<file path="config.mk">
export PLATFORM = sky130hd
export DESIGN_NAME = actuator_tcdm_arbiter
export DESIGN_NICKNAME = d
export VERILOG_FILES = /design/src/rtl/actuator_tcdm_arbiter_pkg.sv /design/src/rtl/actuator_id_fifo.sv /design/src/rtl/actuator_tcdm_arbiter.sv
export SDC_FILE = /design/constraint.sdc
export NUM_CORES = 1
export LEC_CHECK = 0
export ABC_CLOCK_PERIOD_IN_PS = 2360
export CELL_PAD_IN_SITES_DETAIL_PLACEMENT = 1
export CELL_PAD_IN_SITES_GLOBAL_PLACEMENT = 1
export CORE_AREA = 2 2 169 171
export DETAILED_ROUTE_END_ITERATION = 16
export DIE_AREA = 0 0 171 173
export GPL_TIMING_DRIVEN = 0
export PLACE_DENSITY_LB_ADDON = 0.3
export SLEW_MARGIN = 5
export SYNTH_ARGS = -nofsm -noshare
export SYNTH_HDL_FRONTEND = slang
export SYNTH_SLANG_ARGS = --single-unit
</file>
<file path="constraint.sdc">
create_clock -name clk_i -period 2.36 [get_ports clk_i]
set_input_delay 0.236 -clock clk_i [delete_from_list [all_inputs] [get_ports clk_i]]
set_output_delay 0.236 -clock clk_i [all_outputs]
set_load 0.01 [all_outputs]
</file>
<file path="src/rtl/actuator_tcdm_arbiter_pkg.sv">
// Shared types and constants for the actuator TCDM arbiter and its ID FIFO.
package actuator_tcdm_arbiter_pkg;

  localparam int unsigned ACT_NB_TCDM_REQ  = 4;

  localparam int unsigned ACT_STREAM_IN_R  = 0;
  localparam int unsigned ACT_STREAM_IN_I  = 1;
  localparam int unsigned ACT_STREAM_OUT_R = 2;
  localparam int unsigned ACT_STREAM_OUT_I = 3;

  localparam int unsigned ACT_TCDM_AW = 32;
  localparam int unsigned ACT_TCDM_DW = 32;
  localparam int unsigned ACT_TCDM_BW = ACT_TCDM_DW / 8;

  typedef struct packed {
    logic [ACT_TCDM_AW-1:0] add;
    logic                   wen;
    logic [ACT_TCDM_BW-1:0] be;
    logic [ACT_TCDM_DW-1:0] data;
  } tcdm_req_t;

endpackage

</file>
<file path="src/rtl/actuator_id_fifo.sv">
// In-order FIFO of requester indices, one entry per outstanding TCDM transaction.
module actuator_id_fifo #(
  parameter int unsigned DEPTH = 4,
  parameter int unsigned WIDTH = 2
) (
  input  logic                     clk_i,
  input  logic                     rst_i,
  input  logic                     push,
  input  logic                     pop,
  input  logic [WIDTH-1:0]         data,
  output logic [WIDTH-1:0]         head,
  output logic                     full,
  output logic                     empty,
  output logic [$clog2(DEPTH):0]   count
);

  localparam int unsigned PW = $clog2(DEPTH);
  localparam int unsigned CW = PW + 1;

  logic [WIDTH-1:0] mem_q [DEPTH];
  logic [PW-1:0]    wr_q, rd_q;
  logic [CW-1:0]    cnt_q;
  logic             do_push, do_pop;

  assign full    = (cnt_q == CW'(DEPTH));
  assign empty   = (cnt_q == '0);
  assign do_push = push && !full;
  assign do_pop  = pop && !empty;
  assign head    = mem_q[rd_q];
  assign count   = cnt_q;

  always_ff @(posedge clk_i) begin
    if (do_push) mem_q[wr_q] <= data;
  end

  // Pointers wrap naturally because DEPTH is a power of two.
  always_ff @(posedge clk_i) begin
    if (rst_i) begin
      wr_q  <= '0;
      rd_q  <= '0;
      cnt_q <= '0;
    end else begin
      if (do_push) wr_q <= wr_q + PW'(1);
      if (do_pop)  rd_q <= rd_q + PW'(1);
      case ({do_push, do_pop})
        2'b10:   cnt_q <= cnt_q + CW'(1);
        2'b01:   cnt_q <= cnt_q - CW'(1);
        default: cnt_q <= cnt_q;
      endcase
    end
  end

endmodule

</file>
<file path="src/rtl/actuator_tcdm_arbiter.sv">
// Round-robin arbiter sharing one TCDM master port among the actuator streams;
// responses are routed back in order through an ID FIFO.
module actuator_tcdm_arbiter
  import actuator_tcdm_arbiter_pkg::*;
#(
  parameter int unsigned NB_REQ    = ACT_NB_TCDM_REQ,
  parameter int unsigned MAX_OUTST = 4,
  parameter int unsigned AW        = ACT_TCDM_AW,
  parameter int unsigned DW        = ACT_TCDM_DW
) (
  input  logic                          clk_i,
  input  logic                          rst_i,
  input  logic                          clear_i,
  input  logic [NB_REQ-1:0]             req_i,
  output logic [NB_REQ-1:0]             gnt_o,
  input  logic [NB_REQ-1:0][AW-1:0]     add_i,
  input  logic [NB_REQ-1:0]             wen_i,
  input  logic [NB_REQ-1:0][DW/8-1:0]   be_i,
  input  logic [NB_REQ-1:0][DW-1:0]     data_i,
  output logic [DW-1:0]                 r_data_o,
  output logic [NB_REQ-1:0]             r_valid_o,
  output logic                          tcdm_req_o,
  input  logic                          tcdm_gnt_i,
  output logic [AW-1:0]                 tcdm_add_o,
  output logic                          tcdm_wen_o,
  output logic [DW/8-1:0]               tcdm_be_o,
  output logic [DW-1:0]                 tcdm_data_o,
  input  logic [DW-1:0]                 tcdm_r_data_i,
  input  logic                          tcdm_r_valid_i,
  output logic                          busy_o,
  output logic [$clog2(MAX_OUTST):0]    outst_o,
  output logic                          err_o
);

  localparam int unsigned IW = (NB_REQ > 1) ? $clog2(NB_REQ) : 1;
  localparam int unsigned CW = $clog2(MAX_OUTST) + 1;

  logic            rst_any;
  logic [IW-1:0]   ptr_q, ptr_d;
  logic [IW-1:0]   win_idx, sel_idx, cand_idx;
  logic            win_vld;
  int unsigned     cand;
  logic            req_c, hs_c, pop_c;
  logic            fifo_full, fifo_empty;
  logic [IW-1:0]   fifo_head;
  logic [CW-1:0]   fifo_cnt;
  logic            err_q;
  tcdm_req_t       req_arr [NB_REQ];
  tcdm_req_t       win_req;

  assign rst_any = rst_i | clear_i;

  always_comb begin
    for (int unsigned i = 0; i < NB_REQ; i++) begin
      req_arr[i].add  = ACT_TCDM_AW'(add_i[i]);
      req_arr[i].wen  = wen_i[i];
      req_arr[i].be   = ACT_TCDM_BW'(be_i[i]);
      req_arr[i].data = ACT_TCDM_DW'(data_i[i]);
    end
  end

  // First requester at or after the pointer, wrapping at NB_REQ.
  always_comb begin
    win_idx  = '0;
    win_vld  = 1'b0;
    cand     = 0;
    cand_idx = '0;
    for (int unsigned off = 0; off < NB_REQ; off++) begin
      cand = 32'(ptr_q) + off;
      if (cand >= NB_REQ) cand = cand - NB_REQ;
      cand_idx = IW'(cand);
      if (!win_vld && req_i[cand_idx]) begin
        win_vld = 1'b1;
        win_idx = cand_idx;
      end
    end
  end

  assign req_c   = (|req_i) & ~fifo_full;
  assign hs_c    = req_c & tcdm_gnt_i;
  assign sel_idx = win_vld ? win_idx : '0;
  assign win_req = req_arr[sel_idx];
  assign ptr_d   = (win_idx == IW'(NB_REQ - 1)) ? '0 : win_idx + IW'(1);

  assign tcdm_req_o  = req_c;
  assign tcdm_add_o  = AW'(win_req.add);
  assign tcdm_wen_o  = win_req.wen;
  assign tcdm_be_o   = (DW/8)'(win_req.be);
  assign tcdm_data_o = DW'(win_req.data);

  always_comb begin
    gnt_o = '0;
    if (hs_c && win_vld) gnt_o[win_idx] = 1'b1;
  end

  always_ff @(posedge clk_i) begin
    if (rst_any)   ptr_q <= '0;
    else if (hs_c) ptr_q <= ptr_d;
  end

  actuator_id_fifo #(
    .DEPTH (MAX_OUTST),
    .WIDTH (IW)
  ) i_id_fifo (
    .clk_i (clk_i),
    .rst_i (rst_any),
    .push  (hs_c),
    .pop   (pop_c),
    .data  (win_idx),
    .head  (fifo_head),
    .full  (fifo_full),
    .empty (fifo_empty),
    .count (fifo_cnt)
  );

  // Response routing to the oldest outstanding requester.
  assign pop_c    = tcdm_r_valid_i & ~fifo_empty;
  assign r_data_o = tcdm_r_data_i;

  always_comb begin
    r_valid_o = '0;
    if (pop_c) r_valid_o[fifo_head] = 1'b1;
  end

  always_ff @(posedge clk_i) begin
    if (rst_any)                           err_q <= 1'b0;
    else if (tcdm_r_valid_i && fifo_empty) err_q <= 1'b1;
  end

  assign err_o   = err_q;
  assign outst_o = fifo_cnt;
  assign busy_o  = (fifo_cnt != '0);

endmodule

</file>
==> Flow_metrics.wiki, run 1 <==
{| class="wikitable"
! Metric !! Value
|-
| Core Box Area || 27630 um2
|-
| Overall routing resource usage || 0.1441
|-
| Max Transition Viols Final || 0
|-
| Initial cell density of the core || 0.1335
|-
| WP data required || ~2.1 ns
|-
| Number of max-capacitance violations reported || 0
|-
| Die span in x || 171 um
|-
| Part of the total power dissipated in the clock network || 0.157
|-
| Number of setup violations in the final report || 0
|-
| Most frequent cells after synthesis || a21oi_1 (75), mux2i_1 (69), o32ai_2 (59), buf_4 (38), nor2_1 (13)
|-
| CTS H-tree depth || 1
|-
| Run status || completed
|-
| Maximum vdd ir drop || between 0.15 and 0.2 mV
|-
| Critical Path End Type || output port
|-
| Most area-hungry cell type in the Yosys netlist || o32ai_2
|-
| Pin count of the biggest net entering global routing || 13
|-
| Remaining max-slew budget at the tightest pin || 0.7003
|-
| Global-route wire length before repair || between 30000 and 40000 um
|-
| Count of port buffers added during placement || between 300 and 400
|-
| Synth Warn # || 0
|-
| Arrival @ worst endpoint || between 2 and 2.5 ns
|-
| Die area || 29580 um2
|-
| Sequential share of power || 0.131
|-
| Worst clock skew on the final layout || between 0.001 and 0.0015 ns
|-
| Dpl hpwl || between 15000 and 20000 um
|-
| Sum of negative setup slack || 0 ns
|-
| Total length of routed wires || 22590 um
|-
| TritonCTS clock tree || done
|-
| Clock latency on the worst-skew pair || 0.25 ns
|-
| Post-layout power || just under 3000 uW
|-
| Cell row count || 61
|-
| Delay of the slowest critical-path stage || 0.40 ns
|-
| I/O pin cnt || about 430
|-
| Crit path launch type || flip-flop
|-
| Diode insertion count for antenna repair || 0
|-
| EDFF count, synth || 8
|-
| Final Hold Vio Count || 0
|-
| Layout cells sized above 1 || 0.3072
|-
| Transition time at the pin with the least slew margin || around 0.45 ns
|-
| Post-synthesis cell type count || 37
|-
| Combinational Power Share || 0.711
|-
| Psw || between 1000 and 1500 uW
|-
| Critical path's slowest cell || dfxtp_2
|-
| Gate count of the mapped netlist || between 300 and 400
|-
| Final Wtd Congestion || 0.7410
|-
| Yosys top cell area share || 0.2602
|-
| Post-CTS clock slew at the launch and capture registers of the worst setup and hold paths || around 0.05 ns
|-
| Final Critical Period || 2.300 ns
|-
| DRC violation count after routing || 0
|-
| DR pass1 iterations || 4
|-
| Ys flop type || dfxtp_1
|-
| Routed wirelength normalized by instance count || approximately 19 um
|-
| Per-cell via count in the routed design || 4.058
|-
| Proportion of total power due to net switching || 0.3486
|-
| Netlist area before placement || between 3000 and 4000 um2
|-
| Setup repair after global routing missed its margin || true
|-
| Leading cell types by total area after synthesis || o32ai_2 (26%), mux2i_1 (19%), a21oi_1 (10%), buf_4 (7.7%), dfxtp_1 (6.5%)
|-
| CP cell instances || a21boi_1 > o32a_1 > buf_6 > buf_16 > buf_8 > o32ai_2 > a21oi_2 > clkdlybuf4s15_2
|-
| Power per unit of standard cell area || between 300 and 400 nW/um2
|-
| Maximum fanout count along the critical path || 10
|-
| Leakage power || between 0.003 and 0.004 uW
|-
| Type of the setup path with the least slack || reg -> out
|-
| Initial antenna violation count || 0
|-
| Master cell of the clock root buffer || clkbuf_16
|-
| Largest delay share family, worst path || compound AO/OA/AOI/OAI gates
|-
| Count of vias placed by the detailed router || around 4800
|-
| Final #Nets || 1132
|-
| Yosys reg bits || 20
|-
| Vertical extent of the die || about 170 um
|-
| TritonCTS buffer count || 3
|-
| Clock buffer depth || 2
|-
| Synth-to-layout area growth || 132.5%
|-
| Clock Sink Count || 20
|-
| Internal Power || 1898 uW
|-
| Fin crit share || 0.9747
|-
| Count leader, synth || a21oi_1
|-
| Fraction of the yosys area taken by sequential cells || 0.1303
|-
| Vias in the first global route || roughly 5200
|-
| Worst Path Buf+Inv || 4
|-
| Remaining global-route overflow || 0
|-
| Post-synthesis average cell area || 9.581 um2
|-
| Number of nets with antenna violations after routing || 0
|-
| Post-synthesis async set-or-reset flop share || 0
|-
| Path category of the worst min-delay check || reg -> reg
|-
| Detailed Route Iter0 Violations || about 120
|-
| Post-synthesis net count || a little over 700
|-
| Achievable Freq || about 430 MHz
|-
| Number of fill cells in the layout || between 3000 and 4000
|}
[placed cells by master (no fill, tap or decap), drive strengths merged, types with 2 or more instances in the layout]
master	n
clkdlybuf4s50	322
buf	132
a21oi	75
mux2i	69
o32ai	69
clkbuf	27
nor2	13
inv	12
dfxtp	12
ha	9
and2	8
edfxtp	8
nand2	7
clkdlybuf4s15	7
o21ai	4
nor2b	4
xor2	3
nor3	2
mux4	2
xnor2	2
bufbuf	2
[what timing repair did]
| item | in CTS | in global routing |
|---|---|---|
| gates resized for setup | 330 | 46 |
| setup endpoints to repair | 76 | 63 |
| setup buffers | 12 | 2 |
| endpoints found under the hold margin | 0 | 0 |
| hold buffers | 0 | 0 |
| pin swaps | 4 | 3 |
| gates cloned | 3 | 0 |
[through the flow]
stage	instances	cell area (um2)	hold WS [ns]	util	setup slack, ns
2_1_floorplan	385	3689	0.3767	-	0.2712
6_report	1182	8576	0.4710	0.3104	0.05979
5_1_grt	1182	8576	0.5187	0.3104	-0.09955
3_3_place_gp	1162	8155	0.4591	0.2952	-1.171
4_1_cts	1181	8583	0.4749	0.3107	-0.03730
3_5_place_dp	1162	8155	0.4600	0.2952	-1.189
[logic make-up after synthesis]
group | after synthesis | synth area share
AOI/OAI and AO/OA | 155 | 0.4091
xor gates and xnor gates | 5 | 0.01187
adders and majority gates | 10 | 0.03596
buffers and inverters | 85 | 0.1598
DFF | 20 | 0.1303
muxes | 71 | 0.1995
and+or+nand+nor | 39 | 0.05360
[worst register-to-register path, cell delays in order, from the launching register on]
cell and delay (ns):
dfxtp_1 0.42, nor3_1 0.11, inv_1 0.08, nand2_1 0.09, inv_1 0.16, ha_1 0.21, inv_1 0.06, fa_1 0.37
xor2_1 0.15, or3_1 0.30, a21oi_1 0.15
[power by group through the flow]
stage | logic, uW | registers [uW] | clock network (uW)
after CTS | 2110 | 382 | 468
after global routing | 2230 | 385 | 481
final | 2070 | 383 | 459
after global placement | 2050 | 389 | 0
after floorplan | 874 | 388 | 0
after detailed placement | 2050 | 389 | 0
[sequential cells by signal (all words and copies together) (netlist names), named ones only]
signal and flops:
i_id_fifo.mem_q 8, i_id_fifo.wr_q 2, i_id_fifo.count 3, ptr_q 2
i_id_fifo.rd_q 2, err_o 1
[worst paths after layout]
check / slack, ns / end / startpoint / cells after the start
min: 0.47 / err_o$_SDFFE_PP0P_ / err_o$_SDFFE_PP0P_ / 2
max reg2reg: 0.18 / i_id_fifo.count[2]$_SDFFE_PP0P_ / i_id_fifo.count[2]$_SDFFE_PP0P_ / 10
max: 0.06 / tcdm_data_o[20] / ptr_q[1]$_SDFFE_PP0N_ / 8
min reg2reg: 0.47 / err_o$_SDFFE_PP0P_ / err_o$_SDFFE_PP0P_ / 2
[per-layer routing]
metal,GRT usage,up-vias,part of all wire
met3,0.03044,8,0.066
met1,0.1631,2262,0.39
li1,-,2323,-
met2,0.2826,204,0.54
met5,0,-,0
met4,0.01024,0,0.0047
[cell type report]
class / count / area, um2 / share of cell area
tap: 378 / 473.0 / 0.05515
multi-input combinational: 280 / 2860 / 0.3335
clock inverter: 1 / 30.03 / 0.003502
clock buffer: 3 / 75.07 / 0.008754
timing repair buffer: 416 / 3861 / 0.4502
inverter: 12 / 45.04 / 0.005252
sequential: 20 / 485.5 / 0.05661
buffer: 72 / 745.7 / 0.08696
(Power assumes the default switching activity.)
==> run 2, diff against run 1 <==
--- a/config.mk
+++ b/config.mk
@@ -12,7 +12,9 @@
 export DETAILED_ROUTE_END_ITERATION = 16
 export DIE_AREA = 0 0 171 173
 export GPL_TIMING_DRIVEN = 0
+export MAX_ROUTING_LAYER = met4
 export PLACE_DENSITY_LB_ADDON = 0.3
+export SKIP_CTS_REPAIR_TIMING = 1
 export SLEW_MARGIN = 5
 export SYNTH_ARGS = -nofsm -noshare
 export SYNTH_HDL_FRONTEND = slang
==> Flow_metrics.wiki, run 2 (same netlist as run 1, synthesis figures left out) <==
{| class="wikitable"
! Metric !! Value
|-
| Pin count of the biggest net entering global routing || 16 (was 13)
|-
| Count of port buffers added during placement || 399 (unchanged)
|-
| Most used cell, CP || buf_6
|-
| Remaining global-route overflow || 0 (unchanged)
|-
| Path category of the worst min-delay check || reg -> reg (unchanged)
|-
| DR pass1 iterations || 4 (unchanged)
|-
| Per-cell via count in the routed design || 4.045 (was 4.058)
|-
| Crit path launch type || flip-flop (unchanged)
|-
| Count of vias placed by the detailed router || 4749 (was 4797)
|-
| Total length of routed wires || 22460 um (was 22590 um)
|-
| Clock latency on the worst-skew pair || 0.25 ns (about the same)
|-
| Most common cell after layout, fill and taps aside || clkdlybuf4s50_1 (unchanged)
|-
| Run status || completed (unchanged)
|-
| Clock Sink Count || 20 (unchanged)
|-
| DRC violation count after routing || 0 (unchanged)
|-
| Layout cells sized above 1 || 0.2776 (was 0.3072)
|-
| R2r setup slk || 0.22 ns (was 0.18 ns)
|-
| Post-layout power || 2911 uW (was 2914 uW)
|-
| Arrival @ worst endpoint || 2.09 ns (was 2.06 ns)
|-
| Largest delay share family, worst path || buffers and inverters (was compound AO/OA/AOI/OAI gates)
|-
| Clock buffer depth || 2 (unchanged)
|-
| Worst clock skew on the final layout || 0.002619 ns (was 0.001225 ns)
|-
| Remaining max-slew budget at the tightest pin || 0.6825 (was 0.7003)
|-
| CP cell instances || buf_6 > a21boi_2 > o32a_1 > buf_6 > buf_12 > buf_8 > mux2i_1 > a21oi_1 > buf_2 (was a21boi_1 > o32a_1 > buf_6 > buf_16 > buf_8 > o32ai_2 > a21oi_2 > clkdlybuf4s15_2)
|-
| Post-route core utilization || 0.3124 (was 0.3104)
|-
| Commonest non-fill, non-tap cells in the layout || clkdlybuf4s50_1 (322), a21oi_1 (70), mux2i_1 (69), o32ai_2 (58), buf_4 (45) (was clkdlybuf4s50_1 (322), a21oi_1 (72), mux2i_1 (68))
|-
| Initial cell density of the core || 0.1335 (unchanged)
|-
| Number of setup violations in the final report || 0 (unchanged)
|-
| Achievable Freq || 430.8 MHz (was 434.7 MHz)
|-
| End point of the worst hold path || err_o$_SDFFE_PP0P_ (unchanged)
|-
| CTS H-tree depth || 1 (unchanged)
|-
| Final Wtd Congestion || 0.7503 (was 0.7410)
|-
| Final Critical Period || 2.321 ns (was 2.300 ns)
|-
| TritonCTS clock tree || done (unchanged)
|-
| Delay of the slowest critical-path stage || 0.36 ns (was 0.40 ns)
|-
| Top register by number of flip-flops || i_id_fifo.mem_q (unchanged)
|-
| Startpoint of the tightest hold check path || err_o$_SDFFE_PP0P_ (unchanged)
|-
| Routed wirelength normalized by instance count || 19.13 um (was 19.11 um)
|-
| Final #Nets || 1124 (was 1132)
|-
| Critical path's slowest cell || o32a_1 (was dfxtp_2)
|-
| Transition time at the pin with the least slew margin || 0.4763 ns (was 0.4496 ns)
|-
| Vertical extent of the die || 173 um (unchanged)
|-
| Maximum fanout count along the critical path || 10 (unchanged)
|-
| Hold_ws || 0.4714 ns (was 0.4710 ns)
|-
| Diode insertion count for antenna repair || 0 (unchanged)
|-
| Number of max-capacitance violations reported || 0 (unchanged)
|-
| Register-to-Register Path Depth || 9 (was 10)
|-
| Critical Path End Type || output port (unchanged)
|-
| Post-CTS clock slew at the launch and capture registers of the worst setup and hold paths || 0.06 ns (was 0.05 ns)
|-
| Power per unit of standard cell area || 337.3 nW/um2 (was 339.8 nW/um2)
|-
| Sum of negative setup slack || 0 ns (unchanged)
|-
| WP data required || 2.12 ns (about the same)
|-
| Worst Path Buf+Inv || 5 (was 4)
|-
| Overall routing resource usage || 0.1428 (was 0.1441)
|-
| Cell row count || 61 (unchanged)
|-
| Type of the setup path with the least slack || reg -> out (unchanged)
|-
| Global-route wire length before repair || 31400 um (was 32580 um)
|-
| R2R Path End || i_id_fifo.count[2]$_SDFFE_PP0P_ (unchanged)
|-
| Number of nets with antenna violations after routing || 0 (unchanged)
|-
| Dpl hpwl || 18810 um (unchanged)
|-
| Initial antenna violation count || 0 (unchanged)
|-
| Maximum vdd ir drop || 0.1866 mV (was 0.1864 mV)
|-
| Die span in x || 171 um (unchanged)
|-
| Vias in the first global route || 5232 (was 5238)
|-
| FF-to-FF Start || i_id_fifo.count[0]$_SDFFE_PP0P_ (was i_id_fifo.count[2]$_SDFFE_PP0P_)
|-
| Max reg flops || 8 (unchanged)
|-
| Max Transition Viols Final || 0 (unchanged)
|-
| Final Hold Vio Count || 0 (unchanged)
|-
| Die area || 29580 um2 (unchanged)
|-
| Leakage power || 0.003337 uW (was 0.003168 uW)
|-
| TritonCTS buffer count || 3 (unchanged)
|-
| Synth-to-layout area growth || 134.0% (was 132.5%)
|-
| Master cell of the clock root buffer || clkbuf_16 (unchanged)
|-
| Core Box Area || 27630 um2 (unchanged)
|-
| Setup repair after global routing missed its margin || true (unchanged)
|-
| Fin crit share || 0.9835 (was 0.9747)
|-
| Hold depth || 2 (unchanged)
|-
| Detailed Route Iter0 Violations || 77 (was 116)
|-
| I/O pin cnt || 432 (unchanged)
|}
-- run 2: cell types whose count changed in the layout (fill, tap and decap cells not counted), moves of 3 or more --
cell             previous run  this run
buf_12                     14        11
buf_2                      55        15
buf_4                      55        45
clkbuf_2                   16        38
clkdlybuf4s15_1             4         0
clkdlybuf4s15_2             3         0
dlymetal6s2s_1              0        29
o32ai_2                    55        58
-- run 2: area by class of cell --
type / count / area (um2)
Multi-Input combinational cell: 280 / 2872
Sequential cell: 20 / 486.7
Clock buffer: 3 / 75.07
Clock inverter: 1 / 30.03
Buffer: 73 / 691.9
Timing Repair Buffer: 407 / 3958
Tap cell: 378 / 473.0
Fill cell: 3214 / 19000
Inverter: 12 / 45.04
-- run 2: how the worst max path moves through the flow --
stage / startpoint / to / slack, ns / cells past startpoint
final: ptr_q[1]$_SDFFE_PP0N_ / tcdm_data_o[23] / 0.04 / 9
after global routing: ptr_q[1]$_SDFFE_PP0N_ / tcdm_add_o[10] / -0.05 / 9
after CTS: req_i[0] / tcdm_data_o[21] / -1.19 / 8
after detailed placement: req_i[0] / tcdm_data_o[21] / -1.19 / 8
after global placement: req_i[0] / tcdm_data_o[21] / -1.17 / 8
after floorplan: i_id_fifo.count[0]$_SDFFE_PP0P_ / i_id_fifo.count[2]$_SDFFE_PP0P_ / 0.27 / 9
-- run 2: metrics by stage --
step / cells / instance area [um2] / setup WS [ns]
floorplan: 385 / 3689 / 0.2712
detailed placement: 1162 / 8155 / -1.189
finish: 1174 / 8631 / 0.03885
global placement: 1162 / 8155 / -1.171
CTS: 1166 / 8260 / -1.195
global route: 1174 / 8631 / -0.05286
-- run 2: power by group --
part / switching (uW) / leakage, uW / internal, uW / total [uW]
logic: 881 / 0.00311 / 1190 / 2070
clock network: 126 / 0.0000511 / 336 / 462
registers: 8.55 / 0.000174 / 373 / 381
-- run 2: worst reg2reg max path, delay by kind of cell (launching register included) --
kind / cells / cell delay [ns]
buffers and inverters: 2 / 0.22
flip-flops: 1 / 0.41
AO/OA/AOI/OAI: 2 / 0.57
AND/OR/NAND/NOR: 2 / 0.40
adder cells (fa/ha/maj): 2 / 0.40
XOR/XNOR: 1 / 0.07
-- run 2: per-layer routing --
layer	routed length (um)	track usage	up-vias
met5	0	-	-
met4	91	0.009534	0
met3	1178	0.01854	8
met2	12390	0.2745	202
met1	8800	0.1616	2239
li1	-	-	2300
==> run 3, diff against run 2 <==
--- a/config.mk
+++ b/config.mk
@@ -11,9 +11,10 @@
 export CORE_AREA = 2 2 169 171
 export DETAILED_ROUTE_END_ITERATION = 16
 export DIE_AREA = 0 0 171 173
-export GPL_TIMING_DRIVEN = 0
 export MAX_ROUTING_LAYER = met4
 export PLACE_DENSITY_LB_ADDON = 0.3
+export RECOVER_POWER = 50
+export SETUP_SLACK_MARGIN = 0.02
 export SKIP_CTS_REPAIR_TIMING = 1
 export SLEW_MARGIN = 5
 export SYNTH_ARGS = -nofsm -noshare
==> Flow_metrics.wiki, run 3 (same netlist as run 1, synthesis figures left out) <==
{| class="wikitable"
! Metric !! Value
|-
| Vertical extent of the die || 173 um (unchanged)
|-
| Arrival @ worst endpoint || 2.01 ns (was 2.09 ns)
|-
| Per-cell via count in the routed design || 4.056 (was 4.045)
|-
| Clock buffer depth || 2 (unchanged)
|-
| Pin count of the biggest net entering global routing || 29 (was 16)
|-
| TritonCTS buffer count || 3 (unchanged)
|-
| Leakage power || 0.003540 uW (was 0.003337 uW)
|-
| WP data required || 2.12 ns (about the same)
|-
| DR pass1 iterations || 4 (unchanged)
|-
| Hold depth || 2 (unchanged)
|-
| Power per unit of standard cell area || 338.0 nW/um2 (was 337.3 nW/um2)
|-
| Post-CTS clock slew at the launch and capture registers of the worst setup and hold paths || 0.06 ns (about the same)
|-
| Startpoint of the tightest hold check path || err_o$_SDFFE_PP0P_ (unchanged)
|-
| Max reg flops || 8 (unchanged)
|-
| End point of the worst hold path || err_o$_SDFFE_PP0P_ (unchanged)
|-
| Die area || 29580 um2 (unchanged)
|-
| Part of the total power dissipated in the clock network || 0.166 (was 0.159)
|-
| Dpl hpwl || 16770 um (was 18810 um)
|-
| Vias in the first global route || 4850 (was 5232)
|-
| Diode insertion count for antenna repair || 0 (unchanged)
|-
| Maximum vdd ir drop || 0.2145 mV (was 0.1866 mV)
|-
| Type of the setup path with the least slack || reg -> out (unchanged)
|-
| Register-to-Register Path Depth || 10 (was 9)
|-
| Commonest non-fill, non-tap cells in the layout || clkdlybuf4s50_1 (289), a21oi_1 (73), dlymetal6s2s_1 (72), mux2i_1 (69), o32ai_2 (59) (was clkdlybuf4s50_1 (322), a21oi_1 (70), mux2i_1 (69), o32ai_2 (58), buf_4 (45))
|-
| Count of port buffers added during placement || 367 (was 399)
|-
| Transition time at the pin with the least slew margin || 0.7098 ns (was 0.4763 ns)
|-
| Critical Path End Type || output port (unchanged)
|-
| Crit path launch type || flip-flop (unchanged)
|-
| R2R Path End || i_id_fifo.count[2]$_SDFFE_PP0P_ (unchanged)
|-
| Number of max-capacitance violations reported || 0 (unchanged)
|-
| Detailed Route Iter0 Violations || 89 (was 77)
|-
| Final #Nets || 1083 (was 1124)
|-
| R2r setup slk || 0.30 ns (was 0.22 ns)
|-
| Clock latency on the worst-skew pair || 0.25 ns (about the same)
|-
| Cell row count || 61 (unchanged)
|-
| Max Transition Viols Final || 0 (unchanged)
|-
| Path category of the worst min-delay check || reg -> reg (unchanged)
|-
| Most common cell after layout, fill and taps aside || clkdlybuf4s50_1 (unchanged)
|-
| Number of nets with antenna violations after routing || 0 (unchanged)
|-
| Worst clock skew on the final layout || 0.004137 ns (was 0.002619 ns)
|-
| Post-route core utilization || 0.3047 (was 0.3124)
|-
| Initial cell density of the core || 0.1335 (unchanged)
|-
| Run status || completed (unchanged)
|-
| Top register by number of flip-flops || i_id_fifo.mem_q (unchanged)
|-
| Proportion of total power due to net switching || 0.3267 (was 0.3488)
|-
| Maximum fanout count along the critical path || 10 (unchanged)
|-
| Number of setup violations in the final report || 0 (unchanged)
|-
| Final Critical Period || 2.249 ns (was 2.321 ns)
|-
| Final Wtd Congestion || 0.7479 (was 0.7503)
|-
| Achievable Freq || 444.6 MHz (was 430.8 MHz)
|-
| Overall routing resource usage || 0.1218 (was 0.1428)
|-
| I/O pin cnt || 432 (unchanged)
|-
| Clock Sink Count || 20 (unchanged)
|-
| Internal Power || 1916 uW (was 1895 uW)
|-
| Setup repair after global routing missed its margin || true (unchanged)
|-
| Sum of negative setup slack || 0 ns (unchanged)
|-
| Master cell of the clock root buffer || clkbuf_16 (unchanged)
|-
| Combinational Power Share || 0.700 (was 0.710)
|-
| Remaining global-route overflow || 0 (unchanged)
|-
| Psw || 929.6 uW (was 1015 uW)
|-
| DRC violation count after routing || 0 (unchanged)
|-
| Routed wirelength normalized by instance count || 17.58 um (was 19.13 um)
|-
| Sequential share of power || 0.134 (was 0.131)
|-
| Count of vias placed by the detailed router || 4595 (was 4749)
|-
| Final Hold Vio Count || 0 (unchanged)
|-
| Die span in x || 171 um (unchanged)
|-
| Core Box Area || 27630 um2 (unchanged)
|-
| Total length of routed wires || 19920 um (was 22460 um)
|-
| Fin crit share || 0.9531 (was 0.9835)
|-
| CTS H-tree depth || 1 (unchanged)
|-
| Initial antenna violation count || 0 (unchanged)
|-
| Remaining max-slew budget at the tightest pin || 0.5268 (was 0.6825)
|-
| Global-route wire length before repair || 27690 um (was 31400 um)
|-
| Synth-to-layout area growth || 128.3% (was 134.0%)
|-
| FF-to-FF Start || i_id_fifo.count[2]$_SDFFE_PP0P_ (was i_id_fifo.count[0]$_SDFFE_PP0P_)
|-
| TritonCTS clock tree || done (unchanged)
|-
| Layout cells sized above 1 || 0.2053 (was 0.2776)
|}
==> run 3: stage by stage <==
step	worst slack (ns)	std cells	hold slack [ns]	power, uW	area [um2]
after floorplan	0.2712	385	0.3767	1262	3689
after global placement	-0.5406	1121	0.4511	2396	7968
after detailed placement	-0.5828	1121	0.4686	2406	7968
after CTS	-0.5969	1125	0.4721	2883	8073
after global routing	-0.0006788	1133	0.4720	3012	8419
final	0.1107	1133	0.4677	2846	8419
==> run 3: how the worst max path moves through the flow <==
stage	startpoint	to	slack (ns)
after floorplan	i_id_fifo.count[0]$_SDFFE_PP0P_	i_id_fifo.count[2]$_SDFFE_PP0P_	0.27
after global placement	req_i[2]	tcdm_data_o[24]	-0.54
after detailed placement	req_i[2]	tcdm_data_o[24]	-0.58
after CTS	req_i[2]	tcdm_data_o[24]	-0.60
after global routing	ptr_q[1]$_SDFFE_PP0N_	tcdm_data_o[24]	-0.0007
final	ptr_q[0]$_SDFFE_PP0N_	tcdm_data_o[30]	0.11
==> run 3: critical path, stage by stage (launching register included) <==
cell and delay (ns):
dfxtp_2 0.34, nor2b_4 0.14, nor2_2 0.07, o221a_4 0.27
buf_4 0.16, clkbuf_16 0.16, buf_4 0.16, o32ai_2 0.24
a21oi_1 0.07, clkbuf_2 0.14
==> run 3: final cells by class <==
type,instances,area (um2)
fill,3200,19210
timing repair buffer,439,4596
multi-input combinational,280,2715
sequential,20,485.5
tap,378,473.0
clock buffer,3,75.07
inverter,12,45.04
clock inverter,1,30.03
==> run 3: power by group through the flow <==
stage	clock [uW]	sequential, uW	combinational, uW
after floorplan	0	388	874
after global placement	0	390	2010
after detailed placement	0	389	2020
after CTS	478	382	2020
after global routing	496	383	2130
final	471	382	1990
==> run 3: per-layer routing <==
metal	share of wire	up-vias	track usage
met5	0	-	-
met4	0.0068	0	0.01201
met3	0.065	10	0.02220
met2	0.54	208	0.2308
met1	0.39	2158	0.1353
li1	-	2219	-
